==> config.mk <==
export PLATFORM = sky130hd
export DESIGN_NAME = adder_hex_scan_display_flat
export DESIGN_NICKNAME = d
export VERILOG_FILES = /design/src/rtl/seg7_pkg.sv /design/src/rtl/adder_hex_scan_display_if.sv /design/src/rtl/full_adder.sv /design/src/rtl/adder_hex_scan_display.sv /design/src/flat_wrapper.sv
export SDC_FILE = /design/constraint.sdc
export NUM_CORES = 1
export LEC_CHECK = 0
export CAP_MARGIN = 5
export CORE_MARGIN = 8
export CORE_UTILIZATION = 45
export DETAILED_ROUTE_END_ITERATION = 16
export GPL_TIMING_DRIVEN = 1
export HOLD_SLACK_MARGIN = 0.06
export PLACE_DENSITY = 0.79
export SYNTH_ARGS = -nofsm -noshare
export SYNTH_HDL_FRONTEND = slang
export SYNTH_SLANG_ARGS = --single-unit
export TNS_END_PERCENT = 50
==> constraint.sdc <==
create_clock -name clk -period 6 [get_ports clk]
set_input_delay 1.8 -clock clk [delete_from_list [all_inputs] [get_ports clk]]
set_output_delay 1.8 -clock clk [all_outputs]
set_load 0.05 [all_outputs]
==> src/rtl/seg7_pkg.sv <==
// Seven-segment glyph constants (active-low {g,f,e,d,c,b,a}) and the hex-to-glyph
// lookup shared by every display block.
package seg7_pkg;

  localparam logic [6:0] SEG_0     = 7'h40;
  localparam logic [6:0] SEG_1     = 7'h79;
  localparam logic [6:0] SEG_2     = 7'h24;
  localparam logic [6:0] SEG_3     = 7'h30;
  localparam logic [6:0] SEG_4     = 7'h19;
  localparam logic [6:0] SEG_5     = 7'h12;
  localparam logic [6:0] SEG_6     = 7'h02;
  localparam logic [6:0] SEG_7     = 7'h78;
  localparam logic [6:0] SEG_8     = 7'h00;
  localparam logic [6:0] SEG_9     = 7'h10;
  localparam logic [6:0] SEG_A     = 7'h08;
  localparam logic [6:0] SEG_B     = 7'h03;
  localparam logic [6:0] SEG_C     = 7'h46;
  localparam logic [6:0] SEG_D     = 7'h21;
  localparam logic [6:0] SEG_E     = 7'h06;
  localparam logic [6:0] SEG_F     = 7'h0E;
  localparam logic [6:0] SEG_BLANK = 7'h7F;

  function automatic logic [6:0] hex_glyph(input logic [3:0] h);
    logic [6:0] g;
    case (h)
      4'h0: g = SEG_0;
      4'h1: g = SEG_1;
      4'h2: g = SEG_2;
      4'h3: g = SEG_3;
      4'h4: g = SEG_4;
      4'h5: g = SEG_5;
      4'h6: g = SEG_6;
      4'h7: g = SEG_7;
      4'h8: g = SEG_8;
      4'h9: g = SEG_9;
      4'hA: g = SEG_A;
      4'hB: g = SEG_B;
      4'hC: g = SEG_C;
      4'hD: g = SEG_D;
      4'hE: g = SEG_E;
      default: g = SEG_F;
    endcase
    return g;
  endfunction

endpackage

==> src/rtl/adder_hex_scan_display_if.sv <==
// Operand/strobe inputs and board-pin outputs of the adder display.
// master = the side feeding operands, slave = the display block.
interface adder_hex_scan_display_if #(
  parameter int WIDTH  = 8,
  parameter int DIGITS = WIDTH / 4 + 1
);
  logic [WIDTH-1:0]  a;
  logic [WIDTH-1:0]  b;
  logic              cin;
  logic              load;
  logic [6:0]        seg;
  logic [DIGITS-1:0] an;
  logic              cout;
  logic              valid;

  modport master (
    output a, b, cin, load,
    input  seg, an, cout, valid
  );

  modport slave (
    input  a, b, cin, load,
    output seg, an, cout, valid
  );
endinterface

==> src/rtl/full_adder.sv <==
// One-bit full adder; chained WIDTH times to form the ripple-carry sum.
module full_adder (
  input  logic a,
  input  logic b,
  input  logic ci,
  output logic s,
  output logic co
);
  assign s  = a ^ b ^ ci;
  assign co = (a & b) | (ci & (a ^ b));
endmodule

==> src/rtl/adder_hex_scan_display.sv <==
// Registered ripple-carry adder whose sum and carry are scanned one active-low
// anode at a time onto a multi-digit hex seven-segment display.
module adder_hex_scan_display
  import seg7_pkg::*;
#(
  parameter int WIDTH       = 8,
  parameter int REFRESH_DIV = 100000,
  parameter int BLANK_LZ    = 0
) (
  input logic                      clk,
  input logic                      rst,
  adder_hex_scan_display_if.slave  bus
);

  localparam int DIGITS = WIDTH / 4 + 1;
  localparam int PW     = $clog2(REFRESH_DIV);
  localparam int DW     = $clog2(DIGITS);

  if ((WIDTH % 4) != 0 || WIDTH < 4 || WIDTH > 32 || REFRESH_DIV < 2) begin : g_param_check
    $error("adder_hex_scan_display: WIDTH must be a multiple of 4 in 4..32 and REFRESH_DIV >= 2");
  end

  logic [WIDTH:0]   carry;
  logic [WIDTH-1:0] sum_bits;

  assign carry[0] = bus.cin;

  for (genvar i = 0; i < WIDTH; i++) begin : g_fa
    full_adder u_fa (
      .a  (bus.a[i]),
      .b  (bus.b[i]),
      .ci (carry[i]),
      .s  (sum_bits[i]),
      .co (carry[i+1])
    );
  end

  // ---- stage p1: captured result and its valid pulse ----
  logic [WIDTH:0] r_p1;
  logic           vld_p1;

  always_ff @(posedge clk) begin
    if (rst) begin
      r_p1   <= '0;
      vld_p1 <= 1'b0;
    end else begin
      vld_p1 <= bus.load;
      if (bus.load) begin
        r_p1 <= {carry[WIDTH], sum_bits};
      end
    end
  end

  logic [PW-1:0] p_q;
  logic [DW-1:0] d_q;

  always_ff @(posedge clk) begin
    if (rst) begin
      p_q <= '0;
      d_q <= '0;
    end else if (p_q == PW'(REFRESH_DIV - 1)) begin
      p_q <= '0;
      d_q <= (d_q == DW'(DIGITS - 1)) ? '0 : d_q + DW'(1);
    end else begin
      p_q <= p_q + PW'(1);
    end
  end

  // Carry digit is a zero-padded nibble so every digit selects uniformly.
  logic [4*DIGITS-1:0] rx;
  logic [DIGITS-1:0]   blank;
  logic [3:0]          dig_sel;
  logic [6:0]          seg_nxt;
  logic [DIGITS-1:0]   an_nxt;

  assign rx = {3'b000, r_p1};

  always_comb begin : blank_calc
    logic nz;
    nz    = 1'b0;
    blank = '0;
    for (int i = DIGITS - 1; i >= 0; i--) begin
      nz       = nz | (rx[4*i +: 4] != 4'h0);
      blank[i] = (BLANK_LZ != 0) && (i != 0) && !nz;
    end
  end

  always_comb begin
    dig_sel = rx[{d_q, 2'b00} +: 4];
    seg_nxt = blank[d_q] ? SEG_BLANK : hex_glyph(dig_sel);
    an_nxt  = '1;
    an_nxt[d_q] = 1'b0;
  end

  // ---- stage p2: anode and segment pins, always updated together ----
  logic [6:0]        seg_p2;
  logic [DIGITS-1:0] an_p2;

  always_ff @(posedge clk) begin
    if (rst) begin
      seg_p2 <= SEG_0;
      an_p2  <= {{(DIGITS-1){1'b1}}, 1'b0};
    end else begin
      seg_p2 <= seg_nxt;
      an_p2  <= an_nxt;
    end
  end

  assign bus.seg   = seg_p2;
  assign bus.an    = an_p2;
  assign bus.cout  = r_p1[WIDTH];
  assign bus.valid = vld_p1;

endmodule
==> src/flat_wrapper.sv <==
// flat-port wrapper written by rule: the top's interface ports become plain ports
module adder_hex_scan_display_flat import seg7_pkg::*;
#(
  parameter int WIDTH       = 8,
  parameter int REFRESH_DIV = 100000,
  parameter int BLANK_LZ    = 0
)
  (clk, rst, bus_a, bus_b, bus_cin, bus_load, bus_seg, bus_an, bus_cout, bus_valid);
  adder_hex_scan_display_if #(.WIDTH(WIDTH)) bus_i ();
  input logic clk;
  input logic rst;
  input wire logic [$bits(bus_i.a)-1:0] bus_a;
  input wire logic [$bits(bus_i.b)-1:0] bus_b;
  input wire logic [$bits(bus_i.cin)-1:0] bus_cin;
  input wire logic [$bits(bus_i.load)-1:0] bus_load;
  output wire logic [$bits(bus_i.seg)-1:0] bus_seg;
  output wire logic [$bits(bus_i.an)-1:0] bus_an;
  output wire logic [$bits(bus_i.cout)-1:0] bus_cout;
  output wire logic [$bits(bus_i.valid)-1:0] bus_valid;
  assign bus_i.a = bus_a;
  assign bus_i.b = bus_b;
  assign bus_i.cin = bus_cin;
  assign bus_i.load = bus_load;
  assign bus_seg = bus_i.seg;
  assign bus_an = bus_i.an;
  assign bus_cout = bus_i.cout;
  assign bus_valid = bus_i.valid;
  adder_hex_scan_display #(.WIDTH(WIDTH), .REFRESH_DIV(REFRESH_DIV), .BLANK_LZ(BLANK_LZ)) u_core (.clk(clk), .rst(rst), .bus(bus_i));
endmodule
== Word-level counts from Yosys, hierarchy flattened ==
Memories as Yosys holds them, arrays and structs flattened.
Index checks and enable logic that the tools add are counted.

* Word-level logic and storage cells: 65
* Input bits: 20
* Bits in read-only memories: 112
* Memories: 1
* Memory bits (writable): 0
* Register bits after elaboration: 39
* Latch bits: 0

* Bitwise operators: 41
* Divide/modulo/power cells: 0
* Mux-type cells: 6
* Add/sub/neg operators: 2
* $mul: 0
* Eq/ne operators: 2
* Magnitude comparators: 2
* Shift-type cells: 1
* Reduce and logical (&&, ||, !) cells: 3

{| class="wikitable"
|+ Memories
! name !! depth !! bits a word !! rd ports !! clocked after Yosys merged registers in !! write ports !! RTL line !! text
|-
| (no name shown) || 16 || 7 || 1 || 0 || 0 || seg7_pkg.sv:25 || <nowiki>case (h)</nowiki>
|}

{| class="wikitable"
|+ Operator list
! kind !! count
|-
| 17-bit by 1-bit adder with 17-bit output (second input constant) || 1
|-
| 17-bit equality test (second input constant) || 1
|-
| 1-bit AND || 16
|-
| 1-bit bitwise XOR || 16
|-
| 12-bit by 5-bit indexed part select with 4-bit output || 1
|-
| 1-bit OR || 8
|-
| 6-bit two-way mux || 1
|-
| 2-bit OR reduction || 2
|-
| 2-bit by 3-bit < comparator with 1-bit output (second input constant) || 1
|-
| 3-bit NOT || 1
|-
| 2-bit by 1-bit adder with 2-bit output (second input constant) || 1
|-
| 1-bit binary-select mux with 2-bit select || 1
|-
| 1-bit demux with 2-bit select || 1
|-
| 2-bit equality test (second input constant) || 1
|-
| 2-bit by 1-bit >= comparator with 1-bit output (second input constant) || 1
|-
| 1-bit two-way mux || 2
|-
| 2-bit two-way mux || 1
|-
| 1-bit logical AND || 1
|}

== Depth between registers and ports, before layout ==
* Word-level depth: 17
* Gate-level depth with buffers: 12
* Gate-level depth less buffers: 12

== By module ==
A second synthesis with hierarchy kept.

* Cells, all modules: 198
* Area, all modules: 1921.8 um2

{| class="wikitable"
|+ By module, submodules not included
! module !! area an instance (um2) !! instances !! seq. area each (um2) !! cells each
|-
| adder_hex_scan_display || 1761.7 || 1 || 780.7 || 190
|-
| full_adder || 20.0 || 8 || 0.0 || 1
|}

== Worst setup path after synthesis ==
OpenSTA, ideal clock, no wires.

* Path type: input-to-reg
* Start: input port bus_cin
* End: register u_core.r_p1[7]
* Cell stages on the path: 12
* Buffers on the path: 0
* Arrival time: 4.968 ns
* Slack: 0.947 ns
* Cells stage by stage: inv_1 > fa_1 > inv_1 > fa_1 > fa_1 > fa_1 > fa_1 > fa_1 > fa_1 > inv_1 > fa_1 > a211oi_1

* Cells in the longest elaborated chain, start to end: 15

{| class="wikitable"
|+ RTL lines
! what !! RTL line !! text
|-
| start, declared || flat_wrapper.sv:14 || <nowiki>input wire logic [$bits(bus_i.cin)-1:0] bus_cin;</nowiki>
|-
| 1-bit AND || full_adder.sv:10 || <nowiki>assign co = (a & b) | (ci & (a ^ b));</nowiki>
|-
| 1-bit OR || full_adder.sv:10 ||
|-
| 1-bit AND || full_adder.sv:10 ||
|-
| 1-bit OR || full_adder.sv:10 ||
|-
| 1-bit AND || full_adder.sv:10 ||
|-
| 1-bit OR || full_adder.sv:10 ||
|-
| 1-bit AND || full_adder.sv:10 ||
|-
| 1-bit OR || full_adder.sv:10 ||
|-
| 1-bit AND || full_adder.sv:10 ||
|-
| 1-bit OR || full_adder.sv:10 ||
|-
| 1-bit AND || full_adder.sv:10 ||
|-
| 1-bit OR || full_adder.sv:10 ||
|-
| 1-bit AND || full_adder.sv:10 ||
|-
| 1-bit OR || full_adder.sv:10 ||
|-
| 1-bit bitwise XOR || full_adder.sv:9 || <nowiki>assign s = a ^ b ^ ci;</nowiki>
|-
| end signal, assigned || adder_hex_scan_display.sv:49 || <nowiki>r_p1 <= {carry[WIDTH], sum_bits};</nowiki>
|-
| end, declared || adder_hex_scan_display.sv:39 || <nowiki>logic [WIDTH:0] r_p1;</nowiki>
|}

Every way passes these cells.
A chain may end at the register's enable or synchronous reset.

== Worst setup path after layout ==
Ends and elaborated chain as after synthesis.

==> impl_summary.md <==
Power and ir drop
Summing internal, switching and leakage power gives about 0.00065 W. The power density normalized to cell area is 267 nW/um^2. The worst supply voltage drop on vdd is 0.117 mV.

The leakage power total is 0.892 nW.

Status
The flow ran to the end, and the final reports show no timing, DRC or antenna violations.

Drt
The number of remaining DRC errors is 0. The detailed-route vias per instance is 5.33. The total wire length is 3.78 mm. The total via count in the routed design is ~1600. The length of the first detailed-routing pass in iterations is 4. The count of nets left with antenna violations once routing finished came out at 0. In the final routed layout, each cell accounts on average for between 10 and 15 um.

The violation count after the first detailed-routing iteration is 178.

Yosys
For this run, asynchronously set or reset flops after synthesis account for 0%. The post-synthesis sequential element count is 39. The most common flop cell mapped by yosys is sky130_fd_sc_hd__dfxtp_1. A synthesized cell averages 9.52 um^2.

The cell count after synthesis is 206. After synthesis, the largest area contributor takes up approximately two fifths of total cell area. For this run, the number of Yosys warnings is 0. Synthesis produced a netlist with a net count of 241.

The synthesized design spends more area on one cell type than any other, namely sky130_fd_sc_hd__dfxtp_1. The number of enable flip-flop cells after synthesis is 0. Yosys attributes the largest share of cell area to sky130_fd_sc_hd__dfxtp_1, sky130_fd_sc_hd__fa_1, sky130_fd_sc_hd__nor2_1. The share of the Yosys chip area taken by registers is 39.8%. The area of the mapped netlist is between 1500 and 2000 um^2. The number of unique standard cell types used by synthesis is 39.

Critical path
The startpoint of the worst register-to-register path is u_core.p_q[0]. STA classifies the critical path endpoint as a register. The endpoint identified for the worst register-to-register timing path is u_core.p_q[9]. Across all register-to-register paths, the minimum setup slack is 3500 ps. The biggest fanout along the worst timing path is 1. The type of the worst setup path is in2reg.

Data on the critical path is required at its endpoint by 6200 ps. The worst setup path is launched from a primary input. At the worst endpoint, the arrival time is around 5500 ps. The number of cells on the worst reg-to-reg path is 5.

GRT
The global-route wire length before repair is 6.46 mm. The initial antenna violation count came to 0. The pin count of the biggest net entering global routing is 26. The all-layer global routing usage is a little under an eighth. The total overflow left after global routing is 0. The via count of the first global-routing pass was 1459.

Clocking
The number of clock sinks is 39. The CTS tree is done. The clock reaches the later pin of the worst-skew pair after a little under 300 ps. The maximum root-to-sink buffer count is 2.

The total clock buffers created by CTS is 5. After clock tree synthesis, the clock-pin slew on the worst setup and hold paths is 70 ps. Buffers added to address setup during post-CTS repair amount to 0. The deepest level of the CTS H-tree is 2. The count of cells resized by post-cts repair is 0. The cell chosen for the clock root is sky130_fd_sc_hd__clkbuf_8. The quantity of hold-fixing buffers added after cts is 0.

Timing
The final-report hold violation count is 0. The clock period minus worst slack is 5310 ps. The worst max-slew margin expressed relative to the limit is 23.1%. The transition at the pin with the smallest max-transition slack is 1150 ps. Dividing the final minimum period by the clock period gives 88.6%. The summed negative setup slack over all endpoints is 0 ps. The final count of pins violating max slew is 0. The maximum clock skew at final layout is around 5.6 ps.

Setup violations remaining at the end of the flow were counted as 0. Setup slack closes at 685 ps. Setup repair after global routing left no endpoint under its margin. Timing would allow up to 0.188 GHz.

Final layout
The storage element area is roughly 780 um^2. At the end of the flow, the number of nets in the layout was around 270. For this run, the share of the core covered by cells in the final layout is 57.0%. The final instance count without filler cells is roughly 290. 0 antenna diodes ended up in the layout. The post-synthesis to final-layout area growth is 24.0%. The layout cell share with drive strength beyond 1 is between 5 and 6%.

The area taken by multi-input logic gates is 1080 um^2. The number of filler cells placed in the layout is about 380.

Die
Once the floorplan was initialized, standard cells occupied 46.0% of the core. After floorplanning, the core was divided into 24 placement rows. Pin placement for this block handled 32 I/O pins. Measured along the x axis, the die boundary spans 82.0 um.

The core region is 4260 um^2. The total die area is 6720 um^2. From bottom edge to top edge, the die measures approximately 82 um.

Placed design
During placement, the flow inserted port buffers numbering 31. The pre-CTS setup slack is 375 ps. Once placement completed, the tool counted placed cells totaling roughly 280. At the end of routability-driven placement, the weighted congestion stood at approximately 0.86.

The half-perimeter wire length after placement is 2.79 mm.

Worst hold path
The hold path startpoint is u_core.p_q[15]. The hold path depth is 2. The worst hold path belongs to the class reg2reg. The path with the worst hold slack has its endpoint at u_core.p_q[15].

Flow run
The count of max-cap constraint violations is 0.
[placed cells by master (no fill, tap or decap)]
cell	instances
sky130_fd_sc_hd__a211oi_1	3
sky130_fd_sc_hd__a21oi_1	4
sky130_fd_sc_hd__a311oi_1	2
sky130_fd_sc_hd__a31oi_1	3
sky130_fd_sc_hd__a32oi_1	1
sky130_fd_sc_hd__and4_1	1
sky130_fd_sc_hd__buf_4	1
sky130_fd_sc_hd__bufinv_16	2
sky130_fd_sc_hd__clkbuf_1	1
sky130_fd_sc_hd__clkbuf_8	5
sky130_fd_sc_hd__clkdlybuf4s50_1	31
sky130_fd_sc_hd__dfxtp_1	39
sky130_fd_sc_hd__fa_1	8
sky130_fd_sc_hd__ha_1	7
sky130_fd_sc_hd__inv_1	14
sky130_fd_sc_hd__mux2_2	1
sky130_fd_sc_hd__mux2i_1	11
sky130_fd_sc_hd__mux4_2	1
sky130_fd_sc_hd__nand2_1	9
sky130_fd_sc_hd__nand3_1	10
sky130_fd_sc_hd__nand4_1	6
sky130_fd_sc_hd__nand4bb_1	1
sky130_fd_sc_hd__nor2_1	34
sky130_fd_sc_hd__nor2b_1	1
sky130_fd_sc_hd__nor2b_4	1
sky130_fd_sc_hd__nor3_1	1
sky130_fd_sc_hd__nor4_1	4
sky130_fd_sc_hd__o21a_1	2
sky130_fd_sc_hd__o21ai_0	3
sky130_fd_sc_hd__o21bai_1	1
sky130_fd_sc_hd__o22ai_1	1
sky130_fd_sc_hd__o311ai_0	1
sky130_fd_sc_hd__o31ai_1	2
sky130_fd_sc_hd__or2_1	1
sky130_fd_sc_hd__or2_2	2
sky130_fd_sc_hd__or3_1	4
sky130_fd_sc_hd__or3_4	1
sky130_fd_sc_hd__or4_1	4
sky130_fd_sc_hd__xnor2_1	7
sky130_fd_sc_hd__xor2_1	8
[cells by family (layout without fill, tap and decap cells)]
logic type	after synthesis	after routing	synth area share, %
AO/OA/AOI/OAI	23	23	7.91
XOR/XNOR	15	15	6.70
adder cells (fa/ha/maj)	15	15	12.6
buffers and inverters	21	54	4.98
flip-flops	39	39	39.8
multiplexers	13	13	7.34
AND/OR/NAND/NOR	80	80	20.6
[worst max-delay path by stage]
stage                  from        endpoint  slack [ps]
global route        bus_cin  u_core.r_p1[7]         490
finish              bus_cin  u_core.r_p1[7]         690
floorplan           bus_cin  u_core.r_p1[7]         950
detailed placement  bus_cin  u_core.r_p1[7]         380
global placement    bus_cin  u_core.r_p1[7]         490
CTS                 bus_cin  u_core.r_p1[7]         680
[area by class of cell]
class	count	share of cell area (%)
Sequential cell	39	32.1
Timing Repair Buffer	32	13.1
Tap cell	52	2.68
Inverter	14	2.16
Multi-Input combinational cell	146	44.5
Clock inverter	2	2.47
Clock buffer	6	2.99
[state kept, by name, summed over array words and instances (netlist names)]
register / cells
u_core.p_q: 17
u_core.r_p1: 9
u_core.bus.seg: 7
u_core.bus.an: 3
u_core.d_q: 2
u_core.bus.valid: 1
[worst max-delay path, cell delays in order]
cell and delay [ps]:
sky130_fd_sc_hd__clkdlybuf4s50_1 400, sky130_fd_sc_hd__inv_1 80, sky130_fd_sc_hd__fa_1 170, sky130_fd_sc_hd__inv_1 50, sky130_fd_sc_hd__fa_1 380, sky130_fd_sc_hd__fa_1 390
sky130_fd_sc_hd__fa_1 390, sky130_fd_sc_hd__fa_1 390, sky130_fd_sc_hd__fa_1 390, sky130_fd_sc_hd__fa_1 370, sky130_fd_sc_hd__inv_1 80, sky130_fd_sc_hd__fa_1 410
sky130_fd_sc_hd__a211oi_1 230
[Yosys cell counts, drive strengths merged (5+ instances only)]
| master | number |
|---|---|
| nand3 | 10 |
| or3 | 5 |
| nor2 | 34 |
| nand2 | 9 |
| fa | 8 |
| inv | 14 |
| ha | 7 |
| nand4 | 6 |
| dfxtp | 39 |
| xor2 | 8 |
| mux2i | 11 |
| xnor2 | 7 |
[where the power goes]
part | leakage (nW) | total [W] | internal (W) | switching (W)
clock | 0.0654 | 0.000255 | 0.000166 | 0.0000886
combinational | 0.508 | 0.000113 | 0.0000508 | 0.0000619
sequential | 0.318 | 0.000281 | 0.000272 | 0.00000856
[layer usage]
layer,part of all wire [%],GRT usage (%)
met3,5.2,4.16
met1,48,14.8
met5,0,0
met4,1.3,4.74
met2,46,18.7
[through the flow]
step | cell area, um^2 | hold WS [ps]
after floorplan | 1960 | 452
after global placement | 2300 | 461
after detailed placement | 2300 | 474
after CTS | 2430 | 484
after global routing | 2430 | 521
final | 2430 | 483
No activity file was read; power rests on OpenSTA's default activity.
